==> src/rtl/ddr_pkg.sv <==
// ---------------------------------------------------------------------------
// ddr_pkg: definitions shared by the DDR lane front-end.
//   lane_t       2-bit lane index (L=0, U=1, D=2, R=3)
//   arb_state_e  press arbiter state
//   rr_pick      round-robin pick of the first pending lane after 'last'
//   count_ones   population count of a per-lane bit vector
// ---------------------------------------------------------------------------
package ddr_pkg;

  localparam int unsigned NUM_LANES = 4;

  typedef logic [1:0] lane_t;

  localparam lane_t LANE_L = 2'd0;
  localparam lane_t LANE_U = 2'd1;
  localparam lane_t LANE_D = 2'd2;
  localparam lane_t LANE_R = 2'd3;

  typedef enum logic [0:0] {
    ARB_IDLE  = 1'b0,
    ARB_OFFER = 1'b1
  } arb_state_e;

  // Search (last+1) mod 4 upward with wrap. Walk the distance downward so the
  // nearest pending lane overwrites the result last. With nothing pending,
  // 'last' is returned and is ignored by the caller.
  function automatic lane_t rr_pick(input logic [NUM_LANES-1:0] pend, input lane_t last);
    lane_t idx;
    rr_pick = last;
    for (int i = NUM_LANES; i >= 1; i--) begin
      idx = last + lane_t'(i);
      if (pend[idx]) rr_pick = idx;
    end
  endfunction

  function automatic logic [2:0] count_ones(input logic [NUM_LANES-1:0] v);
    count_ones = 3'd0;
    for (int i = 0; i < NUM_LANES; i++) begin
      count_ones = count_ones + {2'b00, v[i]};
    end
  endfunction

endpackage

==> src/rtl/lane_debounce.sv <==
// ---------------------------------------------------------------------------
// lane_debounce: one raw button -> one-cycle press pulse.
//   2-FF synchroniser, stability counter, rising-edge detect of the debounced
//   level. Release produces no pulse.
// Ports:
//   clk      system clock
//   rst_n    asynchronous active-low reset
//   i_btn    raw asynchronous button level
//   o_press  registered 1-cycle pulse on a debounced 0->1 transition
// ---------------------------------------------------------------------------
module lane_debounce
  import ddr_pkg::*;
#(
  parameter int unsigned DEBOUNCE_CYC = 1000000,
  parameter int unsigned CNT_W        = 21
) (
  input  logic clk,
  input  logic rst_n,
  input  logic i_btn,
  output logic o_press
);

  localparam logic [CNT_W-1:0] DEB_LAST = CNT_W'(DEBOUNCE_CYC - 1);

  logic             r_sync1;
  logic             r_sync2;
  logic             r_deb;
  logic [CNT_W-1:0] r_cnt;
  logic             r_press;

  logic             w_differ;
  logic             w_flip;

  // The counter value DEB_LAST plus this cycle's increment reaches DEBOUNCE_CYC.
  always_comb begin
    w_differ = (r_sync2 != r_deb);
    w_flip   = w_differ && (r_cnt == DEB_LAST);
  end

  always_ff @(posedge clk or negedge rst_n) begin
    if (!rst_n) begin
      r_sync1 <= 1'b0;
      r_sync2 <= 1'b0;
      r_deb   <= 1'b0;
      r_cnt   <= '0;
      r_press <= 1'b0;
    end else begin
      r_sync1 <= i_btn;
      r_sync2 <= r_sync1;
      if (w_flip) begin
        r_deb <= r_sync2;
        r_cnt <= '0;
      end else if (w_differ) begin
        r_cnt <= r_cnt + 1'b1;
      end else begin
        r_cnt <= '0;
      end
      r_press <= w_flip && r_sync2;
    end
  end

  assign o_press = r_press;

endmodule

==> src/rtl/lane_press_ctrl.sv <==
// ---------------------------------------------------------------------------
// lane_press_ctrl: front end for the four DDR lanes (L, U, D, R).
//   Debounces each button, lights the lane for LIT_CYC cycles per press
//   (retriggerable), and arbitrates pending presses round-robin into one
//   valid/ready event stream.
// Ports:
//   clk, rst_n        clock, asynchronous active-low reset
//   btnL/U/D/R        raw buttons, lanes 0..3
//   lane_lit[3:0]     lane i lit (to player-bar renderer)
//   press_valid       event offered to scorer
//   press_lane[1:0]   lane of offered event, stable while press_valid
//   press_ready       scorer accepts when press_valid && press_ready
//   drop_count[7:0]   saturating drop counter (only with DROP_CNT_EN)
// Build option: define DROP_CNT_EN to add the drop_count port and counter.
// ---------------------------------------------------------------------------
module lane_press_ctrl
  import ddr_pkg::*;
#(
  parameter int unsigned DEBOUNCE_CYC = 1000000,
  parameter int unsigned LIT_CYC      = 25000000
) (
  input  logic       clk,
  input  logic       rst_n,
  input  logic       btnL,
  input  logic       btnU,
  input  logic       btnD,
  input  logic       btnR,
  output logic [3:0] lane_lit,
  output logic       press_valid,
  output logic [1:0] press_lane,
  input  logic       press_ready
`ifdef DROP_CNT_EN
  ,
  output logic [7:0] drop_count
`endif
);

  localparam int unsigned MAX_CYC = (DEBOUNCE_CYC > LIT_CYC) ? DEBOUNCE_CYC : LIT_CYC;
  localparam int unsigned CNT_W   = $clog2(MAX_CYC + 1);
  localparam logic [CNT_W-1:0] LIT_LOAD = CNT_W'(LIT_CYC);

  logic [NUM_LANES-1:0] w_btn;
  logic [NUM_LANES-1:0] w_press;

  assign w_btn = {btnR, btnD, btnU, btnL};

  for (genvar g = 0; g < NUM_LANES; g++) begin : g_lane
    lane_debounce #(
      .DEBOUNCE_CYC (DEBOUNCE_CYC),
      .CNT_W        (CNT_W)
    ) u_deb (
      .clk     (clk),
      .rst_n   (rst_n),
      .i_btn   (w_btn[g]),
      .o_press (w_press[g])
    );
  end

  // -------------------------------------------------------------------------
  // Lit timers
  // -------------------------------------------------------------------------
  logic [NUM_LANES-1:0][CNT_W-1:0] r_timer;
  logic [NUM_LANES-1:0][CNT_W-1:0] w_timer_d;
  logic [NUM_LANES-1:0]            r_lit;
  logic [NUM_LANES-1:0]            w_lit_d;

  always_comb begin
    w_timer_d = r_timer;
    w_lit_d   = '0;
    for (int i = 0; i < NUM_LANES; i++) begin
      if (w_press[i]) begin
        w_timer_d[i] = LIT_LOAD;
      end else if (r_timer[i] != '0) begin
        w_timer_d[i] = r_timer[i] - 1'b1;
      end else begin
        w_timer_d[i] = '0;
      end
      // Registering the flag from the next timer value keeps it aligned with
      // the timer itself while driving the output straight from a flop.
      w_lit_d[i] = (w_timer_d[i] != '0);
    end
  end

  always_ff @(posedge clk or negedge rst_n) begin
    if (!rst_n) begin
      r_timer <= '0;
      r_lit   <= '0;
    end else begin
      r_timer <= w_timer_d;
      r_lit   <= w_lit_d;
    end
  end

  assign lane_lit = r_lit;

  // -------------------------------------------------------------------------
  // Pending bits and drops
  // -------------------------------------------------------------------------
  arb_state_e           r_state;
  arb_state_e           w_state_d;
  lane_t                r_lane;
  lane_t                w_lane_d;
  lane_t                r_last;
  lane_t                w_last_d;
  logic [NUM_LANES-1:0] r_pend;
  logic [NUM_LANES-1:0] w_pend_d;
  logic [NUM_LANES-1:0] w_clr;
  logic [NUM_LANES-1:0] w_drop;
  logic                 w_accept;

  assign w_accept = (r_state == ARB_OFFER) && press_ready;

  // Set wins over clear: a press landing on the accepted lane re-arms it and
  // is not a drop.
  always_comb begin
    w_clr = '0;
    for (int i = 0; i < NUM_LANES; i++) begin
      w_clr[i] = w_accept && (r_lane == lane_t'(i));
    end
    w_pend_d = w_press | (r_pend & ~w_clr);
    w_drop   = w_press & r_pend & ~w_clr;
  end

  // -------------------------------------------------------------------------
  // Arbiter
  // -------------------------------------------------------------------------
  always_comb begin
    w_state_d = r_state;
    w_lane_d  = r_lane;
    w_last_d  = r_last;
    case (r_state)
      ARB_IDLE: begin
        if (|r_pend) begin
          w_lane_d  = rr_pick(r_pend, r_last);
          w_state_d = ARB_OFFER;
        end
      end
      ARB_OFFER: begin
        // Offer is held until taken; new presses only queue up.
        if (press_ready) begin
          w_last_d  = r_lane;
          w_state_d = ARB_IDLE;
        end
      end
      default: w_state_d = ARB_IDLE;
    endcase
  end

  always_ff @(posedge clk or negedge rst_n) begin
    if (!rst_n) begin
      r_state <= ARB_IDLE;
      r_lane  <= LANE_L;
      r_last  <= LANE_R;
      r_pend  <= '0;
    end else begin
      r_state <= w_state_d;
      r_lane  <= w_lane_d;
      r_last  <= w_last_d;
      r_pend  <= w_pend_d;
    end
  end

  assign press_valid = (r_state == ARB_OFFER);
  assign press_lane  = r_lane;

  // -------------------------------------------------------------------------
  // Optional drop counter
  // -------------------------------------------------------------------------
`ifdef DROP_CNT_EN
  logic [7:0] r_drop_cnt;
  logic [8:0] w_drop_sum;

  always_comb begin
    w_drop_sum = {1'b0, r_drop_cnt} + {6'd0, count_ones(w_drop)};
  end

  always_ff @(posedge clk or negedge rst_n) begin
    if (!rst_n) begin
      r_drop_cnt <= '0;
    end else begin
      r_drop_cnt <= w_drop_sum[8] ? 8'hFF : w_drop_sum[7:0];
    end
  end

  assign drop_count = r_drop_cnt;
`else
  logic w_unused_drop;
  assign w_unused_drop = |w_drop;
`endif

endmodule

==> config.mk <==
export PLATFORM = sky130hd
export DESIGN_NAME = lane_press_ctrl
export DESIGN_NICKNAME = d
export VERILOG_FILES = /design/src/rtl/ddr_pkg.sv /design/src/rtl/lane_debounce.sv /design/src/rtl/lane_press_ctrl.sv
export SDC_FILE = /design/constraint.sdc
export NUM_CORES = 1
export LEC_CHECK = 0
export BUFFER_PORTS_ARGS = -buffer_cell sky130_fd_sc_hd__buf_2
export CAP_MARGIN = 15
export CELL_PAD_IN_SITES_DETAIL_PLACEMENT = 2
export CELL_PAD_IN_SITES_GLOBAL_PLACEMENT = 2
export CORE_MARGIN = 2
export CORE_UTILIZATION = 37
export DETAILED_ROUTE_END_ITERATION = 6
export GPL_TIMING_DRIVEN = 0
export PLACE_DENSITY_LB_ADDON = 0.1
export SLEW_MARGIN = 5
export SYNTH_ARGS = -nofsm -noshare
export SYNTH_HDL_FRONTEND = slang
export SYNTH_SLANG_ARGS = --single-unit
==> constraint.sdc <==
create_clock -name clk -period 2.61 [get_ports clk]
set_input_delay 0.522 -clock clk [delete_from_list [all_inputs] [get_ports clk]]
set_output_delay 0.522 -clock clk [all_outputs]
set_load 0.01 [all_outputs]
Word-level counts from Yosys, hierarchy flattened
Index checks and enable logic that the tools add are counted.
{ "classes": {"add_sub_neg": 11, "order_cmp": 3, "n_eq_ne": 11, "n_mux": 28, "n_bitwise": 4, "n_reduce_logical": 25} }
{ "op_table": {"columns": ["cell", "count"], "rows": [
  ["$mux W25", 16],
  ["$reduce_bool A25 Y1", 8],
  ["$add A25 B1 Y25 const B", 4],
  ["$eq A25 B20 Y1 const B", 4],
  ["$sub A25 B1 Y25 const B", 4],
  ["$logic_and A1 B1 Y1", 13],
  ["$lt A2 B3 Y1 const B", 3],
  ["$bmux W1 S2", 3],
  ["$mux W2", 3],
  ["$mux W1", 5],
  ["$add A2 B2 Y2 const B", 2],
  ["$and A4 B4 Y4", 1],
  ["$eq A2 B2 Y1 const B", 2],
  ["$ne A1 B1 Y1", 4],
  ["$not A4 Y4", 1],
  ["$or A4 B4 Y4", 1],
  ["$reduce_and A2 Y1", 2],
  ["$reduce_or A4 Y1", 1],
  ["$add A2 B1 Y2 const B", 1],
  ["$eq A2 B1 Y1 const B", 1],
  ["$logic_not A2 Y1", 1],
  ["$pmux W1 S2", 1],
  ["$not A1 Y1", 1]
]} }
{ "word_totals": {"reg_bits": 229, "inputBits": 7, "out_inout_bits": 7} }

Longest topological paths before layout
Gate-level depths: netlist of run 1.
{ "depth": {"depth_word": 6, "depth_mapped": 11} }

Modules after synthesis
Synthesis of run 1 repeated with hierarchy kept, for this count alone.
{ "unflattened": {"hier_cells": 1253, "area_unflattened_um2": 11972.7} }
{ "by_module_without_submodules": {"columns": ["module", "n_inst", "cells_per_inst", "area_per_inst_um2", "seq_area_each_um2"], "rows": [
  ["lane_press_ctrl", 1, 689, 6327.3, 2830.2],
  ["lane_debounce", 4, 141, 1411.4, 725.7]
]} }

Worst setup path after synthesis of run 1
No wires, ideal clock.
{ "synth_path": {"path_type": "reg-to-reg", "startpoint": "register r_timer[50] in the netlist's numbering", "endpoint": "register r_lit[2], in the netlist lane_lit[2]", "setup_time_ns": 0.138, "arrival_ns": 2.663, "required_ns": 2.472, "setup_slack_ns": -0.191, "path_stages_with_launch": 11, "cell_sequence": "dfrtp_1 > inv_1 > ha_1 > or3b_2 > clkbuf_1 > nor4_4 > and4bb_2 > o21ai_1 > a221o_1 > o31ai_1 > o211ai_1"} }
{ "synth_between": {"elab_chain_len": 4} }
{ "synth_lines": {"columns": ["element", "line_no", "source"], "rows": [
  ["start, declared", "lane_press_ctrl.sv:62", "logic [NUM_LANES-1:0][CNT_W-1:0] r_timer;"],
  ["start signal, assigned", "lane_press_ctrl.sv:89", "r_timer <= w_timer_d;"],
  ["$sub A25 B1 Y25 or $reduce_bool A25 Y1 (tied branches)", "lane_press_ctrl.sv:74, lane_press_ctrl.sv:73", null],
  ["$mux W25 (*)", "lane_press_ctrl.sv:73", "end else if (r_timer[i] != '0) begin"],
  ["$mux W25 (*)", "lane_press_ctrl.sv:71", "if (w_press[i]) begin"],
  ["$reduce_bool A25 Y1 (*)", "lane_press_ctrl.sv:80", "w_lit_d[i] = (w_timer_d[i] != '0);"],
  ["named net w_lit_d[2]", "lane_press_ctrl.sv:65", "logic [NUM_LANES-1:0] w_lit_d;"],
  ["end signal, assigned", "lane_press_ctrl.sv:90", "r_lit <= w_lit_d;"],
  ["end, declared", "lane_press_ctrl.sv:64", "logic [NUM_LANES-1:0] r_lit;"]
]} }
The timed path passes the listed nets; every way through them passes the cells marked *.
A chain may end at the register's enable or synchronous reset.

Final worst setup path of run 1
{ "layout_path": {"startpoint": "register r_timer[51] in the netlist's numbering", "endpoint": "register r_lit[2], in the netlist lane_lit[2]"} }
The elaborated chain is that of the path after synthesis.

==> summary.md, run 1 <==
| Metric | Value |
|---|---|
| Fillers | `3,249` |
| Unrepaired setup endpoints after global routing | `yes` |
| Synth Instances | `1,180` |
| Sw frac | `22.1%` |
| Minimum clock period after layout | `2.77 ns` |
| Crit path cell chain | `buf_4, inv_2, ha_4, or3b_4, clkbuf_8, buf_4, or2_4, nor4_4, a31o_2, a22oi_1, o31ai_2, o211ai_1` |
| DR vias | `9,017` |
| Class of the worst hold path | `primary input to flop` |
| Final Hold Viols | `0` |
| Routed len/inst | `17.9 µm` |
| Synth top area share | `49.8%` |
| Die span in x | `180 µm` |
| Area Overhead vs Synth | `20.5%` |
| Placed Cells | `1,591` |
| Area contributors post-synth | `dfrtp_1, xor2_1, nor2_1` |
| Sequential share of the synthesized area | `50.2%` |
| Number of port buffers | `13` |
| Skew final | `0.0195 ns` |
| Critical path data arrival time | `3.15 ns` |
| Worst R2R Path Depth | `12` |
| Failing checks | `negative setup slack` |
| CTS tree | `yes` |
| Largest area contributor in the netlist | `dfrtp_1` |
| Worst Max-Slew Pin Slew | `0.839 ns` |
| Status | `complete, but fails checks` |
| Pre-CTS setup slack | `-0.664 ns` |
| Most used cell, CP | `buf_4` |
| Core area | `30,500 µm²` |
| Peak VDD IR | `0.485 mV` |
| Setup Viol. Count Final | `12` |
| Crit-path max FO | `5` |
| DRT iter0 DRCs | `272` |
| Crit. End Element | `flop` |
| CTS Buf Count | `29` |
| Period utilisation layout | `106%` |
| DP Area | `12,100 µm²` |
| Worst Path Required | `2.99 ns` |
| Clk_lat worst skew | `0.56 ns` |
| Pin count of the biggest net entering global routing | `85` |
| Nature of the critical path startpoint | `flop` |
| Grt total ovfl | `0` |
| Comb pwr share | `2.8%` |
| Clock Tree Root | `clkbuf_16` |
| Final Worst Setup Slack | `-0.162 ns` |
| # DRC | `0` |
| Non-Filler Instances | `1,676` |
| FP Rows | `64` |
| CP peak stage delay | `0.41 ns` |
| Initial antenna violation count | `0` |
| Critical-path top delay cell | `dfrtp_2` |
| Pint | `6.58 mW` |
| Avg Cell Area, Syn | `9.67 µm²` |
| Slew margin rel. | `43.6%` |
| CTS max path bufs | `3` |
| Fraction of layout cells with a size suffix above 1 | `16.1%` |
| Global-route wire length before repair | `51.4 mm` |
| Leak pwr | `6.67 nW` |
| Vias in the first global route | `9,922` |
| Mapped Nets | `1,195` |
| GPL Wtd Cong | `0.763` |
| Prevailing post-synth register cell | `dfrtp_1` |
| # IOs | `14` |
| Ys async rst share | `100%` |
| Final Slew Violations | `0` |
| Die Span Y | `180 µm` |
| Die area | `32,300 µm²` |
| Hpwl dp | `19.8 mm` |
| CTS H-tree depth | `1` |
| Starting Density | `37.4%` |
| Post-route setup TNS | `-0.942 ns` |
| DR vias/cell | `5.38` |
| Number of diodes | `0` |
| Post-route ant nets | `0` |
| DRT Pass-1 Iters | `4` |
| EDFF count, synth | `0` |
| Post-Route WL | `30.1 mm` |
| Crit Path Category | `flop to flop` |
| Overall Global Routing Usage | `18.8%` |
| Pwr/cell area | `614 nW/µm²` |
| Sequential share of power | `43.4%` |
| Clock Sinks | `229` |
| WHS Path Cells | `1` |
| Fin area | `13,800 µm²` |
| Clock Power Share | `53.9%` |
| Sw Pwr | `1.86 mW` |
| Syn Std Cell Area | `11,400 µm²` |
| Nets | `1,272` |
| Seq cells post-synth | `229` |
| Synth unique cells | `68` |
| Warnings, synthesis | `0` |
| CTS clk-pin slew, worst paths | `0.06 ns` |
| Max-Cap Viols | `0` |
| Maximum clock rate | `361 MHz` |
cell usage in the layout, fill, tap and decap left out, drive strengths merged, types with 8 or more instances in the layout:
cell type	n
dfrtp	227
nor2	208
xor2	90
xnor2	77
nand2	70
buf	56
clkbuf	56
nand3	51
nor3	45
nor4	44
o21ai	33
inv	33
nand4	30
and3	29
a21oi	23
a21o	21
or3	18
or4	18
o21bai	15
or2	11
nand2b	10
clkinv	8
bufinv	8
ha	8
path summary, 6_finish.rpt:
check,to,start,slack (ns)
max,lane_lit[2],r_timer[51],-0.16
min,g_lane[1].u_deb.r_sync1,btnU,0.07
max reg2reg,lane_lit[2],r_timer[51],-0.16
min reg2reg,g_lane[1].u_deb.r_sync2,g_lane[1].u_deb.r_sync1,0.35
max in group asynchronous,r_timer[9],rst_n,1.26
min in group asynchronous,r_timer[55],rst_n,0.51
state kept, by name (all words and copies together) (netlist names):
signal	count
r_timer	100
lane_lit	4
g_lane.u_deb.o_press	4
g_lane.u_deb.r_cnt	100
g_lane.u_deb.r_sync1	4
r_last	2
press_lane	2
g_lane.u_deb.r_sync2	4
r_pend	4
press_valid	1
g_lane.u_deb.r_deb	4
critical path, delay by kind of cell, from the launching register on:
family          cells  cell delay [ns]
compound gates      4             0.70
fa+ha+maj           1             0.12
buf+inv             4             0.50
flops               1             0.41
simple gates        3             0.87
metal layers:
metal	track usage [%]	up-vias	wire (µm)
li1	-	4276	-
met1	25.5	4639	14000
met2	32.4	58	14900
met3	2.35	44	592
met4	4.03	0	588
met5	0	-	0
power by group through the flow:
stage / logic [mW] / clock network (mW) / registers, mW
2_1_floorplan: 0.0925 / 0 / 3.71
3_3_place_gp: 0.219 / 0 / 3.72
3_5_place_dp: 0.239 / 0 / 3.72
4_1_cts: 0.244 / 4.67 / 3.66
5_1_grt: 0.270 / 4.83 / 3.67
6_report: 0.232 / 4.55 / 3.66
layout make-up:
type | instances | area [µm²] | area share [%]
Sequential cell | 229 | 5740 | 41.7
Multi-Input combinational cell | 885 | 5740 | 41.7
Clock buffer | 33 | 771 | 5.60
Tap cell | 396 | 495 | 3.60
Timing Repair Buffer | 53 | 425 | 3.09
Clock inverter | 21 | 319 | 2.32
Buffer | 27 | 148 | 1.07
Inverter | 32 | 120 | 0.873
cells by family after synthesis:
group,share of synthesized area [%]
fa+ha+maj,0.877
mux,0.274
buf+inv,2.35
simple gates,26.1
compound gates,7.38
flops,50.2
xor+xnor,12.8
synth_stat cells (5+ instances only):
library cell and n:
inv_1 32, and3_1 29, a31oi_1 5, nand3_1 51, or4_1 16, xnor2_1 77
o21ai_0 32, nand2b_1 10, clkbuf_1 27, ha_1 8, or2_2 10, nor4_1 39
nand4_1 30, nor2_1 207, dfrtp_1 227, and2_1 6, nor4b_1 7, a21o_1 21
nand2_1 70, o21bai_1 15, nor3b_1 5, nor3_1 44, a21oi_1 23, xor2_1 90
o31ai_1 7, or3_1 18, and4_1 6
per-stage QoR:
stage / hold WS (ns) / power, mW / utilization (%)
after floorplan: 0.226 / 3.81 / -
after global placement: 0.334 / 3.94 / 39.3
after detailed placement: 0.337 / 3.96 / 39.5
after CTS: 0.0388 / 8.58 / 44.0
after global routing: 0.0461 / 8.77 / 45.1
final: 0.0673 / 8.44 / 45.1
timing repair:
item | CTS | global route
resized for setup | 35 | 57
buffers inserted | 20 | 17
hold buffers | 1 | 0
pin swaps | 13 | 22
endpoints found under the setup margin | 117 | 104
hold endpoints to repair | 62 | 0
(Power assumes the default switching activity.)
==> run 2: changes to the inputs <==
- GPL_TIMING_DRIVEN: 0 -> default
- RECOVER_POWER: default -> 25
- SLEW_MARGIN: 5 -> 10
==> summary.md, run 2 (synthesis results as in run 1) <==
| Metric | Value |
|---|---|
| Worst R2R Path Depth | `8 (-4)` |
| Failing checks | `max-capacitance violations, max-slew violations` |
| Minimum clock period after layout | `2.56 ns (-0.208 ns)` |
| Placed Cells | `1,645 (+3.4%)` |
| CTS H-tree depth | `1 (unchanged)` |
| Hpwl dp | `21.2 mm (+7.2%)` |
| Clock Tree Root | `clkbuf_16` |
| Hold path startpoint | `btnU` |
| Nets | `1,299 (+2.1%)` |
| # DRC | `0 (unchanged)` |
| Final Worst Setup Slack | `0.0459 ns (+0.208 ns)` |
| Post-route setup TNS | `0 ns (+0.942 ns)` |
| Grt total ovfl | `0 (unchanged)` |
| FP Rows | `64 (unchanged)` |
| Fillers | `3,289 (+1.2%)` |
| Final Slew Violations | `55 (+55)` |
| Clk_lat worst skew | `0.54 ns (-0.02 ns)` |
| Pre-CTS setup slack | `-0.0194 ns (+0.645 ns)` |
| WHS Path Cells | `1 (unchanged)` |
| Maximum clock rate | `390 MHz (+8.1%)` |
| Number of port buffers | `13 (unchanged)` |
| Pin count of the biggest net entering global routing | `57 (-33%)` |
| Max-Cap Viols | `1 (+1)` |
| Leak pwr | `6.75 nW (+1.2%)` |
| Final Hold Viols | `0 (unchanged)` |
| Non-Filler Instances | `1,701 (+1.5%)` |
| DR vias/cell | `5.36 (-0.40%)` |
| Clock Sinks | `229 (unchanged)` |
| Number of diodes | `0 (unchanged)` |
| Die area | `32,300 µm² (unchanged)` |
| Die Span Y | `180 µm (unchanged)` |
| GPL Wtd Cong | `0.789 (+3.3%)` |
| # IOs | `14 (unchanged)` |
| Overall Global Routing Usage | `19.2% (+0.42 points)` |
| Status | `complete, but fails checks` |
| Crit. End Element | `flop` |
| Routed len/inst | `18.0 µm (+0.55%)` |
| Period utilisation layout | `98.2% (-8.0 points)` |
| Post-route ant nets | `0 (unchanged)` |
| Crit Path Category | `flop to flop` |
| Initial antenna violation count | `0 (unchanged)` |
| Most common cell after layout, fill and taps aside | `dfrtp_1` |
| Crit-path max FO | `6 (+1)` |
| Starting Density | `37.4% (unchanged)` |
| Post-Route WL | `30.7 mm (+2.0%)` |
| Multi-input gate area | `5570 µm² (-2.9%)` |
| Peak VDD IR | `0.425 mV (-12%)` |
| Sequential Area | `5730 µm² (-0.15%)` |
| Worst Path Required | `3.00 ns (about the same)` |
| Total power | `7.91 mW (-6.3%)` |
| Global-route wire length before repair | `53.0 mm (+3.0%)` |
| DRT Pass-1 Iters | `4 (unchanged)` |
| Fraction of layout cells with a size suffix above 1 | `15.2% (-0.84 points)` |
| Die span in x | `180 µm (unchanged)` |
| Critical path data arrival time | `2.96 ns (-0.19 ns)` |
| Final Hold Slack | `0.0869 ns (+0.0196 ns)` |
| Pwr/cell area | `578 nW/µm² (-5.7%)` |
| Setup Viol. Count Final | `0 (-12)` |
| CTS Buf Count | `29 (unchanged)` |
| CTS clk-pin slew, worst paths | `0.06 ns (about the same)` |
| Nature of the critical path startpoint | `flop` |
| Worst Max-Slew Pin Slew | `1.55 ns (+0.706 ns)` |
| Vias in the first global route | `10,200 (+2.9%)` |
| DRT iter0 DRCs | `377 (+39%)` |
| Area Overhead vs Synth | `19.8%` |
| Slew margin rel. | `-3.02% (-47 points)` |
| Most frequent cells in the layout | `dfrtp_1, nor2_1, xor2_1, buf_4, xnor2_1` |
| CTS max path bufs | `3 (unchanged)` |
| Core area | `30,500 µm² (unchanged)` |
| Register-to-register setup slack | `0.05 ns (+0.21 ns)` |
| Worst R2R Start | `r_timer[6]` |
| Worst Hold End | `g_lane[1].u_deb.r_sync1` |
| CTS tree | `yes` |
| DR vias | `9,115 (+1.1%)` |
| Critical R2R Capture | `lane_lit[0]` |
| Leading registers by flop count | `g_lane.u_deb.r_cnt (100), r_timer (100)` |
| Skew final | `0.0111 ns (-0.00836 ns)` |
| Class of the worst hold path | `primary input to flop` |
## run 2: changes by cell type in the layout (fill, tap and decap cells not counted), sizes merged
cell and change:
buf +48, bufinv -5, clkbuf -8, clkinv -5, clkinvlp -4, inv -1
## run 2: layout make-up
class                      instances  share of cell area [%]
clock buffer                      46                    6.21
clock inverter                     6                   0.768
inverter                          32                   0.878
multi-input combinational        885                    40.7
sequential                       229                    41.9
tap                              396                    3.62
timing repair buffer             107                    5.90
## run 2: worst max path at each step
stage / slack (ns) / cells past startpoint / to / start
6_report: 0.05 / 8 / lane_lit[0] / r_timer[6]
5_1_grt: -0.04 / 8 / lane_lit[0] / r_timer[5]
3_5_place_dp: -0.02 / 7 / lane_lit[2] / r_timer[61]
4_1_cts: 0.002 / 7 / lane_lit[2] / r_timer[55]
3_3_place_gp: 0.05 / 7 / lane_lit[2] / r_timer[61]
2_1_floorplan: 0.02 / 10 / lane_lit[2] / r_timer[50]
## run 2: timing repair
action,CTS,global route
gates resized for setup,2,27
setup endpoints to repair,2,11
pin swaps,0,11
hold endpoints to repair,48,0
hold buffers,1,0
buffers inserted,0,3
## run 2: power breakdown
group / internal (mW) / leakage (nW) / total [mW] / switching [mW]
Sequential: 3.60 / 3.16 / 3.66 / 0.0549
Combinational: 0.0752 / 3.12 / 0.231 / 0.156
Clock: 2.50 / 0.468 / 4.02 / 1.52
## run 2: routing by layer
layer,wire (µm),vias to the layer above,GRT usage (%)
met2,15100,66,33.5
met1,14400,4692,26.1
met5,0,-,0
li1,-,4316,-
met4,562,0,3.97
met3,593,41,1.94
## run 2: worst max-delay path, stage by stage (launching register included)
cell and delay, ns:
dfrtp_1 0.40, or4_4 0.56, or3_4 0.39, buf_4 0.17, nor4_2 0.24, nor3_1 0.09
nor4_1 0.27, a31o_1 0.21, nand4b_1 0.10
## run 2: stage by stage
step	instance area [µm²]	utilization [%]
after floorplan	11400	-
after global placement	12600	41.1
after detailed placement	12600	41.1
after CTS	13500	44.3
after global routing	13700	44.8
final	13700	44.8
